**config.mk**
```make
export PLATFORM = sky130hd
export DESIGN_NAME = vec_addsub_sequencer
export DESIGN_NICKNAME = d
export VERILOG_FILES = /design/src/rtl/vec_addsub_sequencer.sv
export SDC_FILE = /design/constraint.sdc
export NUM_CORES = 1
export LEC_CHECK = 0
export CAP_MARGIN = 20
export CORE_AREA = 2 2 240 242
export CTS_BUF_LIST = sky130_fd_sc_hd__clkbuf_8
export CTS_CLUSTER_DIAMETER = 100
export DETAILED_ROUTE_END_ITERATION = 6
export DIE_AREA = 0 0 242 244
export PLACE_DENSITY = 0.73
export SLEW_MARGIN = 20
export SYNTH_ARGS = -nofsm -noshare
export SYNTH_HDL_FRONTEND = slang
export SYNTH_SLANG_ARGS = --single-unit
```
**constraint.sdc**
```tcl
create_clock -name clk -period 3.1 [get_ports clk]
set_input_delay 0.31 -clock clk [delete_from_list [all_inputs] [get_ports clk]]
set_output_delay 0.31 -clock clk [all_outputs]
set_load 0.1 [all_outputs]
```
**src/rtl/vec_addsub_sequencer.sv**
```systemverilog
// Multi-cycle sequencer feeding a 32-bit SIMD add/sub unit one word per cycle and assembling vd with vl tail handling.
// Build option: define VEC_ADDSUB_EARLY_TERM_EN to stop after the last word that holds active elements.
//
// state | meaning
// IDLE  | ready for a new op
// BUSY  | driving word w through the adder, merging the sum into vd
// DONE  | vd_o/error_o valid, waiting for done_ack_i
module vec_addsub_sequencer #(
    parameter int VLEN = 128
) (
    input  logic                      clk,
    input  logic                      rst_n,
    input  logic                      start_i,
    output logic                      ready_o,
    input  logic                      op_sub_i,
    input  logic [1:0]                sew_i,
    input  logic [$clog2(VLEN/8):0]   vl_i,
    input  logic [VLEN-1:0]           vs1_i,
    input  logic [VLEN-1:0]           vs2_i,
    input  logic [VLEN-1:0]           vd_old_i,
    output logic                      add_ctrl_o,
    output logic                      add_sew_16_32_o,
    output logic                      add_sew_32_o,
    output logic [31:0]               add_a_o,
    output logic [31:0]               add_b_o,
    input  logic [31:0]               add_sum_i,
    output logic [VLEN-1:0]           vd_o,
    output logic                      done_o,
    output logic                      error_o,
    input  logic                      done_ack_i
);
    localparam int NUM_WORDS = VLEN / 32;
    localparam int VW        = $clog2(VLEN/8) + 1;
    localparam int WW        = (NUM_WORDS > 1) ? $clog2(NUM_WORDS) : 1;

    typedef enum logic [1:0] {IDLE, BUSY, DONE} state_t;

    state_t            state, state_nxt;
    logic [WW-1:0]     w;
    logic [WW-1:0]     last_w;
    logic [VLEN-1:0]   vs1_q, vs2_q, vd_q;
    logic              op_q, error_q;
    logic [1:0]        sew_q;
    logic [VW-1:0]     vl_q;
    logic [31:0]       merged;
    logic [VW:0]       byte_idx, elem;

`ifdef VEC_ADDSUB_EARLY_TERM_EN
    logic [VW-1:0]     max_el, vl_eff;
    logic [VW+1:0]     nbytes;

    always_comb begin
        case (sew_q)
            2'b00:   max_el = VW'(VLEN/8);
            2'b01:   max_el = VW'(VLEN/16);
            default: max_el = VW'(VLEN/32);
        endcase
        vl_eff = (vl_q > max_el) ? max_el : vl_q;
        nbytes = (VW+2)'(vl_eff) << sew_q;
        // vl_q is nonzero whenever BUSY is reached, so nbytes >= 1 there
        last_w = WW'((nbytes - (VW+2)'(1)) >> 2);
    end
`else
    assign last_w = WW'(NUM_WORDS - 1);
`endif

    always_ff @(posedge clk or negedge rst_n) begin
        if (!rst_n) state <= IDLE;
        else        state <= state_nxt;
    end

    always_comb begin
        state_nxt = state;
        case (state)
            IDLE: if (start_i) state_nxt = (vl_i == '0 || sew_i == 2'b11) ? DONE : BUSY;
            BUSY: if (w == last_w) state_nxt = DONE;
            DONE: if (done_ack_i) state_nxt = IDLE;
            default: state_nxt = IDLE;
        endcase
    end

    always_comb begin
        add_ctrl_o      = 1'b0;
        add_sew_16_32_o = 1'b0;
        add_sew_32_o    = 1'b0;
        add_a_o         = '0;
        add_b_o         = '0;
        if (state == BUSY) begin
            add_ctrl_o      = op_q;
            add_sew_16_32_o = (sew_q != 2'b00);
            add_sew_32_o    = (sew_q == 2'b10);
            add_a_o         = vs2_q[w*32 +: 32];
            add_b_o         = vs1_q[w*32 +: 32];
        end
    end

    // Element index e < vl implies e < vl_eff, since e never exceeds VLEN/SEW-1
    always_comb begin
        merged   = vd_q[w*32 +: 32];
        byte_idx = '0;
        elem     = '0;
        for (int j = 0; j < 4; j++) begin
            byte_idx = (VW+1)'({w, 2'(j)});
            elem     = byte_idx >> sew_q;
            if (elem < {1'b0, vl_q}) merged[j*8 +: 8] = add_sum_i[j*8 +: 8];
        end
    end

    always_ff @(posedge clk or negedge rst_n) begin
        if (!rst_n) begin
            vs1_q   <= '0;
            vs2_q   <= '0;
            vd_q    <= '0;
            op_q    <= 1'b0;
            sew_q   <= 2'b00;
            vl_q    <= '0;
            error_q <= 1'b0;
            w       <= '0;
        end else if (state == IDLE && start_i) begin
            vs1_q   <= vs1_i;
            vs2_q   <= vs2_i;
            vd_q    <= vd_old_i;
            op_q    <= op_sub_i;
            sew_q   <= sew_i;
            vl_q    <= vl_i;
            error_q <= (sew_i == 2'b11);
            w       <= '0;
        end else if (state == BUSY) begin
            vd_q[w*32 +: 32] <= merged;
            w                <= w + WW'(1);
        end
    end

    assign ready_o = (state == IDLE);
    assign done_o  = (state == DONE);
    assign error_o = (state == DONE) && error_q;
    assign vd_o    = (state == DONE) ? vd_q : '0;

endmodule

```
==> impl_metrics.toml, run 1 <==
[layout]
final_cell_mix = "nand2_1 (795), clkdlybuf4s50_1 (426), dfrtp_1 (395)"
drive_gt1_share_pct = 17.5
fin_util_pct = 52.0
final_nets = 3030
mostFrequentLayoutCell = "nand2_1"
area_growth_pct = 50.0
instances_no_fill = 3404

[worst_setup_path]
critPathArrivalTime_ps = 3370
required_ps = 3560
cp_max_fo = 9
crit_type = "flip-flop to flip-flop"
end_kind = "flip-flop"
worstSetupStartpointType = "flip-flop"

[detailed_routing]
drt-total-wl_um = 72100
postRouteAntennaNets = 0
drtPass1Iterations = 7
viasPerCell = 5.22
drc = 1
drt-wirelength-per-cell_um = 21.2
drt_iter0_drc = 1274
vias = 17800

[power_and_ir_drop]
power_frac_comb_pct = 55.3
p_per_area_nw_per_um2 = 1090
p_leak_nw = 13.4
internal_power_w = 0.0169
ir_worst_vdd_mv = 0.663
p_switching_w = 0.0150
pwr-share-clk_pct = 15.4
switching_share_pct = 46.9
seq_power_share_pct = 29.3

[die]
core.rowCount = 87
initial_core_util_pct = 34.6
die_w_um = 242
die_y_um = 244
pin_count = 626
die_area_um2 = 59000
core_um2 = 56200

[yosys]
ys_seq_area_share_pct = 51.0
ys_seq_elements = 397
synth-edff-count = 0
syn_inst = 1994
synth_area_um2 = 19500
synth_fp_nets = 2431
syn_area_per_cell_um2 = 9.76
synth_cell_types = 42
yosys_warnings = 0
synthArstFlopShare_pct = 100
ys.flop_type = "dfrtp_1"

[grt]
track_usage_pct = 24.1
grt_antenna_before_repair = 13
grt_first_pass_wirelength_um = 110000
grt_overflow = 0
grt_pass1_vias = 18400
grt_max_degree = 106

[timing]
skew_ps = 45.1
fin_crit_sh_pct = 93.8
maxSlewHeadroom_pct = 45.7
hold_violations = 0
timing.final.crit_period_ps = 2910
setup_tns_ps = 0
worstMarginPinSlew_ps = 815
clock.fmax_ghz = 0.344
final-setup-viol-count = 0
rsz0062_at_grt = "no"
slew_violations = 0

[clock_network]
cts_buffers = 71
htree_num_levels = 3
cts.reportedPaths.clkPinSlew_ps = 60
cts_setup_buffers = 0
clkLatencyLatePin_ps = 640
root_buffer = "clkbuf_8"
cts.sinks = 397
clockBufferDepth = 3
cts_tree = "yes"

[place]
hpwl_um = 50800
gp_congestion = 0.948
placed_cells = 3274
port_buffers = 625

[worst_hold_path]
worstHoldPathType = "input port to flip-flop"

[run_status]
outcome = "complete, but fails checks"
violations = "design-rule violations"

[flow_run]
cap_violations = 0
-- cells by family after synthesis --
family	after synthesis	synth area share, %
multiplexers	130	13.4
AO/OA/AOI/OAI	281	9.23
flip-flops	397	51.0
AND/OR/NAND/NOR	1022	22.5
buffers and inverters	155	3.28
adder cells (fa/ha/maj)	9	0.579
-- flip-flops by register name, indices dropped and copies added, names as in the netlist --
register and count:
vd_q 128, vs1_q 128, vl_q 5, op_q 1, state 2, vs2_q 128
error_q 1, w 2, sew_q 2
-- worst paths after layout --
path | startpoint | depth (start not counted) | endpoint | slack (ps)
worst max-delay path | sew_q[0]$_DFFE_PN0P_ | 8 | vd_q[51]$_DFFE_PN0P_ | 190
worst min-delay path | vs2_i[24] | 3 | vs2_q[24]$_DFFE_PN0P_ | 190
worst max register to register | sew_q[0]$_DFFE_PN0P_ | 8 | vd_q[51]$_DFFE_PN0P_ | 190
worst min register to register | error_q$_DFFE_PN0P_ | 2 | error_q$_DFFE_PN0P_ | 460
max in group asynchronous | rst_n | 3 | w[1]$_DFFE_PN0P_ | 1790
min in group asynchronous | rst_n | 2 | vd_q[56]$_DFFE_PN0P_ | 290
-- power groups by stage --
stage | logic [W] | clock network, W | registers (W)
6_report | 0.0177 | 0.00491 | 0.00934
5_1_grt | 0.0188 | 0.00529 | 0.00959
4_1_cts | 0.0178 | 0.00505 | 0.00928
3_5_place_dp | 0.0176 | 0 | 0.00933
3_3_place_gp | 0.0173 | 0 | 0.00916
2_1_floorplan | 0.0125 | 0 | 0.00867
-- cells in the mapped netlist, types with 3 or more instances --
cell	number	share of area (%)
nor2b_1	3	0.096
buf_2	24	0.62
o21ai_1	37	0.95
nand3_1	4	0.10
clkbuf_1	107	2.1
nand2b_1	3	0.096
a21o_1	4	0.15
a21oi_1	4	0.10
nand2_1	795	15
o21ai_0	97	2.5
ha_1	9	0.58
buf_1	10	0.19
buf_4	4	0.15
a22oi_1	129	5.0
inv_1	9	0.17
mux2i_1	26	1.3
and2_1	194	6.2
dfrtp_1	397	51
nor2_1	13	0.25
mux2i_4	8	0.93
mux4_2	96	11
-- critical path, cell delays in order (launching register included) --
cell and delay (ps):
dfrtp_1 500, mux2i_1 330, nor2_1 100, ha_1 200
a21oi_1 460, o22ai_1 210, a21oi_4 440, mux2i_1 370
o21ai_0 150
-- through the flow --
| stage | power [W] | instance area [um2] | setup slack, ps | hold WS (ps) |
|---|---|---|---|---|
| after detailed placement | 0.0269 | 27700 | 318 | 392 |
| after floorplan | 0.0212 | 19500 | 173 | 14.4 |
| after global routing | 0.0337 | 29200 | 41.5 | 158 |
| after global placement | 0.0264 | 27700 | 483 | 385 |
| after CTS | 0.0321 | 29200 | 113 | 114 |
| final | 0.0319 | 29200 | 191 | 191 |
-- timing repair --
item                                    4_1_cts  5_1_grt
gates resized for setup                       1        0
hold endpoints to repair                     78        0
hold buffers                                  1        0
endpoints found under the setup margin       18        0
-- layer usage --
metal	share of wire, %	track usage (%)	vias to the layer above
met5	0.057	0	-
met4	3.5	10.8	6
met3	8.4	5.62	132
met2	50	40.9	922
met1	38	29.3	8806
li1	-	-	7902
-- cell type report --
type / instances / area, um2
antenna: 9 / 22.5
inverter: 9 / 33.8
timing repair buffer: 672 / 7920
multi-input combinational: 1442 / 8930
tap: 756 / 946
fill: 4935 / 27000
sequential: 397 / 9940
clock inverter: 32 / 210
clock buffer: 87 / 1200
(Power assumes the default switching activity.)
==> run 2, diff against run 1 <==
- SETUP_SLACK_MARGIN: unset -> 0.1
==> run 2 against run 1 <==
Compared with the run above: the run now ends clean; sequential share of layout area hardly changed; die area unchanged; final cell count unchanged; clock power barely moved; wire length about the same; power is essentially flat; flip-flop and latch count unchanged; critical path type is now flip-flop to primary output; critical endpoint is now add_b_o[1].
==> impl_metrics.toml, run 2 (synthesized netlist as in run 1, its figures left out) <==
[die]
die_area_um2 = 59000
die_y_um = 244
core.rowCount = 87
initial_core_util_pct = 34.6
die_w_um = 242
core_um2 = 56200
pin_count = 626

[layout]
final_cell_mix = "nand2_1 (795), clkdlybuf4s50_1 (426), dfrtp_1 (395)"
drive_gt1_share_pct = 17.6
final_nets = 3030
biggestRegsByFlops = "vd_q: 128 flops, vs1_q: 128 flops, vs2_q: 128 flops"
mostFrequentLayoutCell = "nand2_1"
area_growth_pct = 50.0

[clock_network]
cts.sinks = 397
htree_num_levels = 3
cts_setup_buffers = 0
cts_tree = "yes"
clkLatencyLatePin_ps = 650
root_buffer = "clkbuf_8"
cts_buffers = 71
cts.reportedPaths.clkPinSlew_ps = 60
clockBufferDepth = 3

[grt]
grt_max_degree = 106
grt_overflow = 0
grt_antenna_before_repair = 13
grt_first_pass_wirelength_um = 110000
grt_pass1_vias = 18400
track_usage_pct = 24.1

[power_and_ir_drop]
totalPowerFinal_w = 0.0319
p_per_area_nw_per_um2 = 1090
ir_worst_vdd_mv = 0.662
p_leak_nw = 13.4

[timing]
rsz0062_at_grt = "no"
fin_crit_sh_pct = 92.3
maxSlewHeadroom_pct = 45.5
hold_violations = 0
final-setup-viol-count = 0
setup_tns_ps = 0
slew_violations = 0
worstMarginPinSlew_ps = 817
clock.fmax_ghz = 0.350
timing.final.crit_period_ps = 2860
skew_ps = 46.3
setup_ws_ps = 240

[detailed_routing]
drt-wirelength-per-cell_um = 21.2
drc = 0
vias = 17800
drtPass1Iterations = 6
drt-total-wl_um = 72000
drt_iter0_drc = 1269
postRouteAntennaNets = 0
viasPerCell = 5.23

[worst_setup_path]
cp_max_fo = 42
crit_type = "flip-flop to primary output"
end_kind = "primary output"
critPathArrivalTime_ps = 2550
required_ps = 2790
worstSetupStartpointType = "flip-flop"

[flow_run]
cap_violations = 0

[place]
gp_congestion = 0.948
port_buffers = 625
hpwl_um = 50800
place_ws_ps = 318

[worst_hold_path]
worstHoldPathType = "input port to flip-flop"

[run_status]
outcome = "finished, final reports clean"
## run 2: critical path, stage by stage (launching register included)
cell and delay, ps:
dfrtp_4 440, buf_4 570, mux4_2 440, and2_1 190, buf_4 230
## run 2: power breakdown
part	leakage [nW]	total (W)	switching [W]	internal, W
Clock	0.786	0.00491	0.00222	0.00270
Combinational	7.74	0.0176	0.0111	0.00655
Sequential	4.91	0.00935	0.00167	0.00768
## run 2: per-stage QoR
step                      hold slack (ps)  util (%)  std cells  area, um2
after floorplan                      14.4         -       1994      19500
after global placement                385      49.3       3274      27700
after detailed placement              392      49.3       3274      27700
after CTS                             114      51.9       3395      29200
after global routing                  158      52.0       3403      29200
final                                 190      52.0       3404      29200
## run 2: metal layers
layer / GRT usage, % / part of all wire (%) / up-vias
met3: 5.62 / 8.2 / 134
met4: 10.8 / 3.5 / 6
met5: 0 / 0.057 / -
met1: 29.3 / 38 / 8829
met2: 40.9 / 50 / 931
li1: - / - / 7899
## run 2: final timing paths
path	start	endpoint	slack [ps]	depth (start not counted)
max in group asynchronous	rst_n	w[0]$_DFFE_PN0P_	1790	3
min in group asynchronous	rst_n	vd_q[56]$_DFFE_PN0P_	290	2
worst max-delay path	w[1]$_DFFE_PN0P_	add_b_o[1]	240	4
worst min-delay path	vs2_i[24]	vs2_q[24]$_DFFE_PN0P_	190	3
worst min register to register	error_q$_DFFE_PN0P_	error_q$_DFFE_PN0P_	460	2
worst max register to register	sew_q[0]$_DFFE_PN0P_	vd_q[19]$_DFFE_PN0P_	380	8
## run 2: area by class of cell
class                   instances  area [um2]
well taps                     756         946
repair buffers                672        7910
clock buffers                  87        1200
fillers                      4935       27000
multi-input cells            1442        8930
clock inverters                32         210
diodes                          9        22.5
flip-flops and latches        397        9940
inverters                       9        33.8
## run 2: repair_timing
action	CTS	global route
setup endpoints to repair	64	14
gates cloned	1	0
endpoints found under the hold margin	78	0
resized for setup	1	2
hold buffers	1	0
